$ cat src/rtl/reorder_buffer_pkg.sv
// reorder_buffer_pkg: shared ROB/register-file constants, tag/data types and the commit record
package reorder_buffer_pkg;
  localparam int TAG_W = 3;
  localparam int DEPTH = 2**TAG_W - 1;
  localparam int XLEN = 32;
  localparam int REG_W = 5;
  typedef logic [TAG_W-1:0] tag_t;
  typedef logic [REG_W-1:0] reg_t;
  typedef logic [XLEN-1:0] data_t;
  localparam tag_t NO_DEP = '0;
  typedef struct packed {
    logic  commit;
    reg_t  rd;
    data_t value;
    tag_t  tag;
  } commit_t;
endpackage

$ cat src/rtl/reorder_buffer_ptr_inc.sv
// rob_ptr_inc: wrap-increment of a ROB pointer over 1..DEPTH (tag 0 is never produced)
module rob_ptr_inc
  import reorder_buffer_pkg::*;
(
  input  tag_t ptr,
  output tag_t nxt
);
  assign nxt = (ptr == tag_t'(DEPTH)) ? tag_t'(1) : ptr + tag_t'(1);
endmodule

$ cat src/rtl/reorder_buffer.sv
// reorder_buffer: in-order retire queue; dispatch alloc_tag/disp_ready, wb_* capture, q1/q2 lookup, registered commit/reg_num/data_in/num_in, empty
module reorder_buffer
  import reorder_buffer_pkg::*;
(
  input  logic             clk,
  input  logic             rst,
  input  logic             flush,
  input  logic             disp_valid,
  input  logic [REG_W-1:0] disp_rd,
  output logic             disp_ready,
  output logic [TAG_W-1:0] alloc_tag,
  input  logic             wb_valid,
  input  logic [TAG_W-1:0] wb_tag,
  input  logic [XLEN-1:0]  wb_value,
  input  logic [TAG_W-1:0] q1_tag,
  output logic             q1_ready,
  output logic [XLEN-1:0]  q1_value,
  input  logic [TAG_W-1:0] q2_tag,
  output logic             q2_ready,
  output logic [XLEN-1:0]  q2_value,
  output logic             commit,
  output logic [REG_W-1:0] reg_num,
  output logic [XLEN-1:0]  data_in,
  output logic [TAG_W-1:0] num_in,
  output logic             empty
);
  logic [DEPTH:0] busy_q, busy_d, ready_q, ready_d;
  reg_t rd_q [DEPTH+1];
  reg_t rd_d [DEPTH+1];
  data_t value_q [DEPTH+1];
  data_t value_d [DEPTH+1];
  tag_t head_q, head_d, tail_q, tail_d, count_q, count_d, head_nxt, tail_nxt;
  commit_t cm_q, cm_d;
  logic full, disp_fire, retire, q1_byp, q2_byp;
  rob_ptr_inc u_head_inc (.ptr(head_q), .nxt(head_nxt));
  rob_ptr_inc u_tail_inc (.ptr(tail_q), .nxt(tail_nxt));
  always_comb begin
    full = count_q == tag_t'(DEPTH);
    disp_fire = disp_valid & ~full;
    retire = busy_q[head_q] & ready_q[head_q];
    busy_d = busy_q;
    ready_d = ready_q;
    rd_d = rd_q;
    value_d = value_q;
    head_d = head_q;
    tail_d = tail_q;
    cm_d = cm_q;
    cm_d.commit = 1'b0;
    if (disp_fire) begin
      busy_d[tail_q] = 1'b1;
      ready_d[tail_q] = 1'b0;
      rd_d[tail_q] = disp_rd;
      tail_d = tail_nxt;
    end
    // uses busy_q, so a result aimed at the slot being allocated this cycle is dropped
    if (wb_valid && wb_tag != NO_DEP && busy_q[wb_tag]) begin
      ready_d[wb_tag] = 1'b1;
      value_d[wb_tag] = wb_value;
    end
    if (retire) begin
      busy_d[head_q] = 1'b0;
      ready_d[head_q] = 1'b0;
      head_d = head_nxt;
      cm_d = '{commit: rd_q[head_q] != '0, rd: rd_q[head_q], value: value_q[head_q], tag: head_q};
    end
    count_d = count_q + tag_t'(disp_fire) - tag_t'(retire);
    if (flush) begin
      busy_d = '0;
      ready_d = '0;
      head_d = tag_t'(1);
      tail_d = tag_t'(1);
      count_d = '0;
      cm_d = '0;
    end
  end
  always_ff @(posedge clk) begin
    if (rst) begin
      busy_q <= '0;
      ready_q <= '0;
      rd_q <= '{default: '0};
      value_q <= '{default: '0};
      head_q <= tag_t'(1);
      tail_q <= tag_t'(1);
      count_q <= '0;
      cm_q <= '0;
    end else begin
      busy_q <= busy_d;
      ready_q <= ready_d;
      rd_q <= rd_d;
      value_q <= value_d;
      head_q <= head_d;
      tail_q <= tail_d;
      count_q <= count_d;
      cm_q <= cm_d;
    end
  end
  always_comb begin
    q1_byp = wb_valid && wb_tag == q1_tag;
    q2_byp = wb_valid && wb_tag == q2_tag;
    q1_ready = q1_tag != NO_DEP && (q1_byp || (busy_q[q1_tag] && ready_q[q1_tag]));
    q2_ready = q2_tag != NO_DEP && (q2_byp || (busy_q[q2_tag] && ready_q[q2_tag]));
    q1_value = !q1_ready ? '0 : q1_byp ? wb_value : value_q[q1_tag];
    q2_value = !q2_ready ? '0 : q2_byp ? wb_value : value_q[q2_tag];
  end
  assign disp_ready = ~full;
  assign alloc_tag = tail_q;
  assign empty = count_q == '0;
  assign commit = cm_q.commit;
  assign reg_num = cm_q.rd;
  assign data_in = cm_q.value;
  assign num_in = cm_q.tag;
endmodule

$ cat config.mk
export PLATFORM = sky130hd
export DESIGN_NAME = reorder_buffer
export DESIGN_NICKNAME = d
export VERILOG_FILES = /design/src/rtl/reorder_buffer_pkg.sv /design/src/rtl/reorder_buffer_ptr_inc.sv /design/src/rtl/reorder_buffer.sv
export SDC_FILE = /design/constraint.sdc
export NUM_CORES = 1
export LEC_CHECK = 0
export ABC_AREA = 0
export CORE_MARGIN = 5
export CORE_UTILIZATION = 25
export DETAILED_ROUTE_END_ITERATION = 8
export GPL_TIMING_DRIVEN = 0
export PLACE_DENSITY = 0.38
export SLEW_MARGIN = 20
export SYNTH_ARGS = -nofsm -noshare
export SYNTH_HDL_FRONTEND = slang
export SYNTH_SLANG_ARGS = --single-unit
export TNS_END_PERCENT = 50
$ cat constraint.sdc
create_clock -name clk -period 6.12 [get_ports clk]
set_clock_uncertainty 0.15 [all_clocks]
set_input_delay 0.612 -clock clk [delete_from_list [all_inputs] [get_ports clk]]
set_output_delay 0.612 -clock clk [all_outputs]
set_load 0.005 [all_outputs]
==> results.sh, run 1 <==
export IMPL_outcome="finished, final reports clean"
export IMPL_synth_simple_gate_area_share_pct=15.7
export IMPL_grt_max_degree=13
export IMPL_io_pins=163
export IMPL_antenna_found_initial=7
export IMPL_rows=104
export IMPL_synth_seq_cells=362
export IMPL_synth_area_per_cell_um2=8.91
export IMPL_hold_viol_final=0
export IMPL_clock_latency_ns=0.60
export IMPL_io_buffers=116
export IMPL_max_cap_viol_count=0
export IMPL_ys_async_sr_fraction_pct=0
export IMPL_viasPerCell=5.54
export IMPL_cts_repair_resize_count=0
export IMPL_cts_htree_levels=2
export IMPL_drc=0
export IMPL_crit_fanout=10
export IMPL_slew_headroom_pct=15.4
export IMPL_clk_pin_slew_ns=0.06
export IMPL_n_fill_cell=8522
export IMPL_yosys_top_cells_count="504 x nand2_1, 362 x dfxtp_1, 314 x a21oi_1"
export IMPL_switching_power_w=0.00149
export IMPL_setup_viol=0
export IMPL_cts_tree="done"
export IMPL_dp_slack_ns=0.778
export IMPL_grt_pass1_wl_um=149000
export IMPL_fin_crit_ns=5.57
export IMPL_coreArea_mm2=0.0802
export IMPL_post_dp_hpwl_um=74900
export IMPL_power_frac_comb_pct=7.5
export IMPL_die_area_mm2=0.0862
export IMPL_fp_dieH_um=294
export IMPL_max_freq_mhz=180
export IMPL_cts_buffers=47
export IMPL_yosys_top_cells_area="dfxtp_1 36%, mux4_2 16%, nand2_1 9.4%"
export IMPL_start_kind="input pin"
export IMPL_post_cts_buffers=0
export IMPL_initial_core_util_pct=25.1
export IMPL_muxShareOfSynthArea_pct=26.8
export IMPL_p_sw_share_pct=26.7
export IMPL_netlist_top_cell_by_area="dfxtp_1"
export IMPL_synth_nets=2316
export IMPL_irDropWorstVdd_mv=0.155
export IMPL_power_share_clock_pct=50.2
export IMPL_fin_crit_sh_pct=91.0
export IMPL_setup_ws_ns=0.551
export IMPL_vias=19517
export IMPL_netlist_area_mm2=0.0201
export IMPL_syn_inst=2258
export IMPL_first_iter_violations=2360
export IMPL_synth_top_family_by_area="multiplexers"
export IMPL_powerDensity_mw_per_mm2=231
export IMPL_drt_wl_total_um=108000
export IMPL_fin_area_mm2=0.0242
export IMPL_hold_class="input pin to flip-flop"
export IMPL_synthFlopType="dfxtp_1"
export IMPL_synth_compound_gate_area_share_pct=15.2
export IMPL_rsz0062_at_grt="false"
export IMPL_power_internal_w=0.00410
export IMPL_root_buffer="clkbuf_16"
export IMPL_final_util_pct=30.2
export IMPL_cts_sinks=362
export IMPL_cp_end_kind="primary output"
export IMPL_grt_pass1_vias=18687
export IMPL_p_seq_share_pct=42.4
export IMPL_drtPass1Iterations=6
export IMPL_required_ns=5.36
export IMPL_synthXorXnorAreaFrac_pct=0.305
export IMPL_die_w_um=294
export IMPL_tightest_slew_ns=1.27
export IMPL_ys_types=55
export IMPL_cts_hold_buffers=0
export IMPL_nNetsFinal=2485
export IMPL_worst_setup_path_type="input pin to primary output"
export IMPL_clockBufferDepth=3
export IMPL_yosysSeqAreaShare_pct=36.0
export IMPL_placed_area_mm2=0.0227
export IMPL_area_delta_synth_final_pct=20.3
export IMPL_ant_nets=0
export IMPL_drive_gt1_share_pct=14.8
export IMPL_p_leak_nw=8.18
export IMPL_track_usage_pct=24.0
export IMPL_tns_ns=0
export IMPL_synth_most_common_cell="nand2_1"
export IMPL_reg2regPathDepth=8
export IMPL_gr_total_overflow=0
export IMPL_synth_fa_ha_area_share_pct=0.473
export IMPL_hold_depth=3
export IMPL_routedWlPerCell_um=30.7
export IMPL_finalMaxSlewViolations=0
export IMPL_synth_edf_count=0
export IMPL_arrival_ns=4.81
export IMPL_gp_congestion=0.896
export IMPL_hold_slack_ns=0.244
export IMPL_synth_top_area_share_pct=36.0
export IMPL_yosysWarnings=0
[critical path, cell delays in order]
cell and delay, ns:
clkbuf_1 0.83, xnor2_1 0.21, nand2_1 0.13, a211o_1 0.10
clkbuf_1 0.84, buf_1 0.73, nor2_1 0.08, a211oi_1 0.58
clkdlybuf4s50_1 0.64
[cells in the final DEF, fill, tap and decap left out, types with 12 or more instances in the layout]
master           count
nand2_1            504
dfxtp_1            362
a21oi_1            314
clkbuf_1           178
mux2i_1            159
mux4_2             146
nor2_1             132
clkdlybuf4s50_1    116
a211oi_1           113
buf_2               58
clkbuf_16           47
mux2_2              46
nor2b_1             40
o22ai_1             30
a22oi_1             21
nand3_1             18
o21ai_0             12
clkbuf_8            12
[state kept, by name, summed over array words and instances (netlist names), 3 cells and up]
name / flops
data_in: 32
head_q: 3
busy_q: 8
reg_num: 5
rd_q: 40
value_q: 256
count_q: 3
num_in: 3
alloc_tag: 3
ready_q: 8
[logic make-up after synthesis]
kind of cell,after synthesis
buf+inv,261
xor+xnor,7
compound gates,516
flops,362
mux,351
fa+ha+maj,7
simple gates,754
[layer usage]
layer / part of all wire, % / GRT usage (%) / vias up
li1: - / - / 8430
met1: 42 / 32.6 / 9776
met2: 45 / 37.9 / 1089
met3: 8.8 / 4.88 / 214
met4: 4.1 / 9.38 / 8
met5: 0.051 / 0 / -
[final cells by class]
cell class	instances	area [um^2]	share of cell area [%]
diodes	3	7.51	0.0310
plain buffers	254	1080	4.48
clock buffers	65	1360	5.64
clock inverters	16	140	0.579
inverters	7	26.3	0.109
multi-input cells	1635	11800	48.8
flip-flops and latches	362	7250	30.0
well taps	1060	1330	5.48
repair buffers	120	1200	4.96
[path summary, 6_finish.rpt]
| path | startpoint | to | slack, ns |
|---|---|---|---|
| hold / removal | disp_rd[3] | rd_q[38]$_SDFFE_PP0P_ | 0.24 |
| hold reg to reg | rd_q[0]$_SDFFE_PP0P_ | rd_q[0]$_SDFFE_PP0P_ | 0.31 |
| setup reg to reg | head_q[2]$_SDFFE_PP0N_ | data_in[14]$_SDFFE_PP0N_ | 1.93 |
| setup / recovery | q1_tag[2] | q1_value[29] | 0.55 |
[metrics by stage]
stage | power [W] | instances
global placement | 0.00283 | 3434
global route | 0.00573 | 3521
finish | 0.00560 | 3522
floorplan | 0.00264 | 2258
detailed placement | 0.00283 | 3438
CTS | 0.00563 | 3519
[power by group through the flow]
stage | Sequential, W | Combinational, W | Clock [W]
after floorplan | 0.00242 | 0.000218 | 0
after global placement | 0.00242 | 0.000407 | 0
after detailed placement | 0.00242 | 0.000411 | 0
after CTS | 0.00237 | 0.000413 | 0.00284
after global routing | 0.00237 | 0.000431 | 0.00293
final | 0.00237 | 0.000417 | 0.00281
No activity file was read; power rests on OpenSTA's default activity.
==> run 2: changes to the inputs <==
Settings changed: ABC_CLOCK_PERIOD_IN_PS set to 6120.
==> results of run 2 <==
The final DEF is identical to that of run 1; final timing and power are the same.
==> run 3: changes to the inputs <==
Settings changed: ABC_CLOCK_PERIOD_IN_PS 6120 to 4850, PLACE_DENSITY 0.38 to 0.39.
Clock period 6.12 ns to 4.85 ns, I/O delays scaled along.
==> run 3 against run 2 <==
Clock-buffer cell count is 3 higher; via count increased by 0.28%; sequential cell count is the same; critical endpoint is now q1_value[30].
==> results.sh, run 3 (synthesis gave the netlist of run 1 again) <==
export IMPL_slowest_delay_ns=0.70
export IMPL_rr_startpoint="head_q[2]$_SDFFE_PP0N_"
export IMPL_fin_crit_sh_pct=99.7
export IMPL_clock_latency_ns=0.61
export IMPL_cts_htree_levels=2
export IMPL_hp_start="disp_rd[4]"
export IMPL_r2r_end="data_in[7]$_SDFFE_PP0N_"
export IMPL_track_usage_pct=23.8
export IMPL_post_cts_buffers=0
export IMPL_post_dp_hpwl_um=74200
export IMPL_top_register="value_q"
export IMPL_clk_pin_slew_ns=0.06
export IMPL_tns_ns=0
export IMPL_fin_crit_ns=4.83
export IMPL_slew_headroom_pct=14.7
export IMPL_gr_total_overflow=0
export IMPL_max_freq_mhz=207
export IMPL_drt_wl_total_um=107000
export IMPL_viasPerCell=5.56
export IMPL_grt_pass1_wl_um=148000
export IMPL_powerDensity_mw_per_mm2=291
export IMPL_coreArea_mm2=0.0802
export IMPL_area_delta_synth_final_pct=20.3
export IMPL_final_util_pct=30.2
export IMPL_r2r_setup_slack_ns=0.71
export IMPL_cts_tree="done"
export IMPL_slowest_stage="buf_1"
export IMPL_fin_cells=3521
export IMPL_cts_hold_buffers=0
export IMPL_drive_gt1_share_pct=14.6
export IMPL_worst_setup_path_type="input pin to primary output"
export IMPL_die_w_um=294
export IMPL_hold_class="input pin to flip-flop"
export IMPL_hold_viol_final=0
export IMPL_layout_commonest_cell="nand2_1"
export IMPL_rows=104
export IMPL_antenna_found_initial=5
export IMPL_n_fill_cell=8481
export IMPL_largest_reg_flops=256
export IMPL_cts_sinks=362
export IMPL_critical_path_cell_chain="clkbuf_1 > xnor2_1 > nand2_1 > a211o_1 > buf_1 > nor2_1 > a211oi_1 > clkdlybuf4s50_1"
export IMPL_hold_path_end="rd_q[39]$_SDFFE_PP0P_"
export IMPL_clockBufferDepth=3
export IMPL_setup_viol=0
export IMPL_fp_dieH_um=294
export IMPL_gp_congestion=0.931
export IMPL_finalMaxSlewViolations=0
export IMPL_tightest_slew_ns=1.28
export IMPL_irDropWorstVdd_mv=0.241
export IMPL_first_iter_violations=2350
export IMPL_cts_buffers=46
export IMPL_routedWlPerCell_um=30.4
export IMPL_die_area_mm2=0.0862
export IMPL_p_leak_nw=8.18
export IMPL_required_ns=4.22
export IMPL_hold_slack_ns=0.113
export IMPL_grt_pass1_vias=18738
export IMPL_io_buffers=116
export IMPL_io_pins=163
export IMPL_dpl_cell_count=3438
export IMPL_cts_repair_resize_count=0
export IMPL_drc=0
export IMPL_arrival_ns=4.20
export IMPL_reg2regPathDepth=8
export IMPL_grt_max_degree=13
export IMPL_crit_start="q1_tag[2]"
export IMPL_outcome="finished, final reports clean"
export IMPL_crit_fanout=10
export IMPL_initial_core_util_pct=25.1
export IMPL_rsz0062_at_grt="true"
export IMPL_final_cell_mix="504 x nand2_1, 362 x dfxtp_1, 314 x a21oi_1"
export IMPL_nNetsFinal=2485
export IMPL_max_cap_viol_count=0
export IMPL_vias=19571
export IMPL_setup_ws_ns=0.0163
export IMPL_ant_nets=0
export IMPL_start_kind="input pin"
export IMPL_root_buffer="clkbuf_16"
export IMPL_hold_depth=3
export IMPL_cp_end_kind="primary output"
export IMPL_dp_slack_ns=-0.0717
export IMPL_drtPass1Iterations=5
run 3: cell type report:
class                           count  area, um^2  share of cell area, %
Sequential cell                   362        7250                   30.0
Multi-Input combinational cell   1635       11800                   48.7
Tap cell                         1060        1330                   5.48
Buffer                            253        1080                   4.45
Clock buffer                       68        1350                   5.60
Antenna cell                        1        2.50                 0.0103
Timing Repair Buffer              122        1220                   5.05
Inverter                            7        26.3                  0.109
Clock inverter                     13         141                  0.585
run 3: power breakdown:
| part | total, W | internal (W) | switching (W) | leakage [nW] |
|---|---|---|---|---|
| logic | 0.000524 | 0.000138 | 0.000386 | 4.52 |
| clock network | 0.00352 | 0.00204 | 0.00148 | 0.745 |
| registers | 0.00299 | 0.00298 | 0.00000839 | 2.92 |
run 3: routing by layer:
layer | track usage [%] | up-vias | part of all wire (%)
met2 | 37.1 | 1068 | 44
met3 | 5.11 | 257 | 8.8
li1 | - | 8431 | -
met4 | 9.42 | 8 | 4.5
met5 | 0 | - | 0.042
met1 | 32.4 | 9807 | 42
run 3: per-stage QoR:
| stage | instance area (um^2) | total power, W |
|---|---|---|
| 2_1_floorplan | 20100 | 0.00333 |
| 3_3_place_gp | 22600 | 0.00357 |
| 3_5_place_dp | 22700 | 0.00357 |
| 4_1_cts | 24200 | 0.00707 |
| 5_1_grt | 24200 | 0.00720 |
| 6_report | 24200 | 0.00703 |
run 3: how the worst max path moves through the flow:
stage	end	slack [ns]	cells past startpoint
2_1_floorplan	count_q[2]$_SDFF_PP0_	1.73	16
3_3_place_gp	q2_value[30]	-0.23	7
3_5_place_dp	q1_value[30]	-0.07	9
4_1_cts	q2_value[13]	0.12	8
5_1_grt	q1_value[29]	-0.03	8
6_report	q1_value[30]	0.02	8
run 3: critical path: cells and delay by family:
family,cells,cell delay (ns)
buf+inv,3,2.01
compound gates,2,1.23
simple gates,2,0.22
xor+xnor,1,0.21
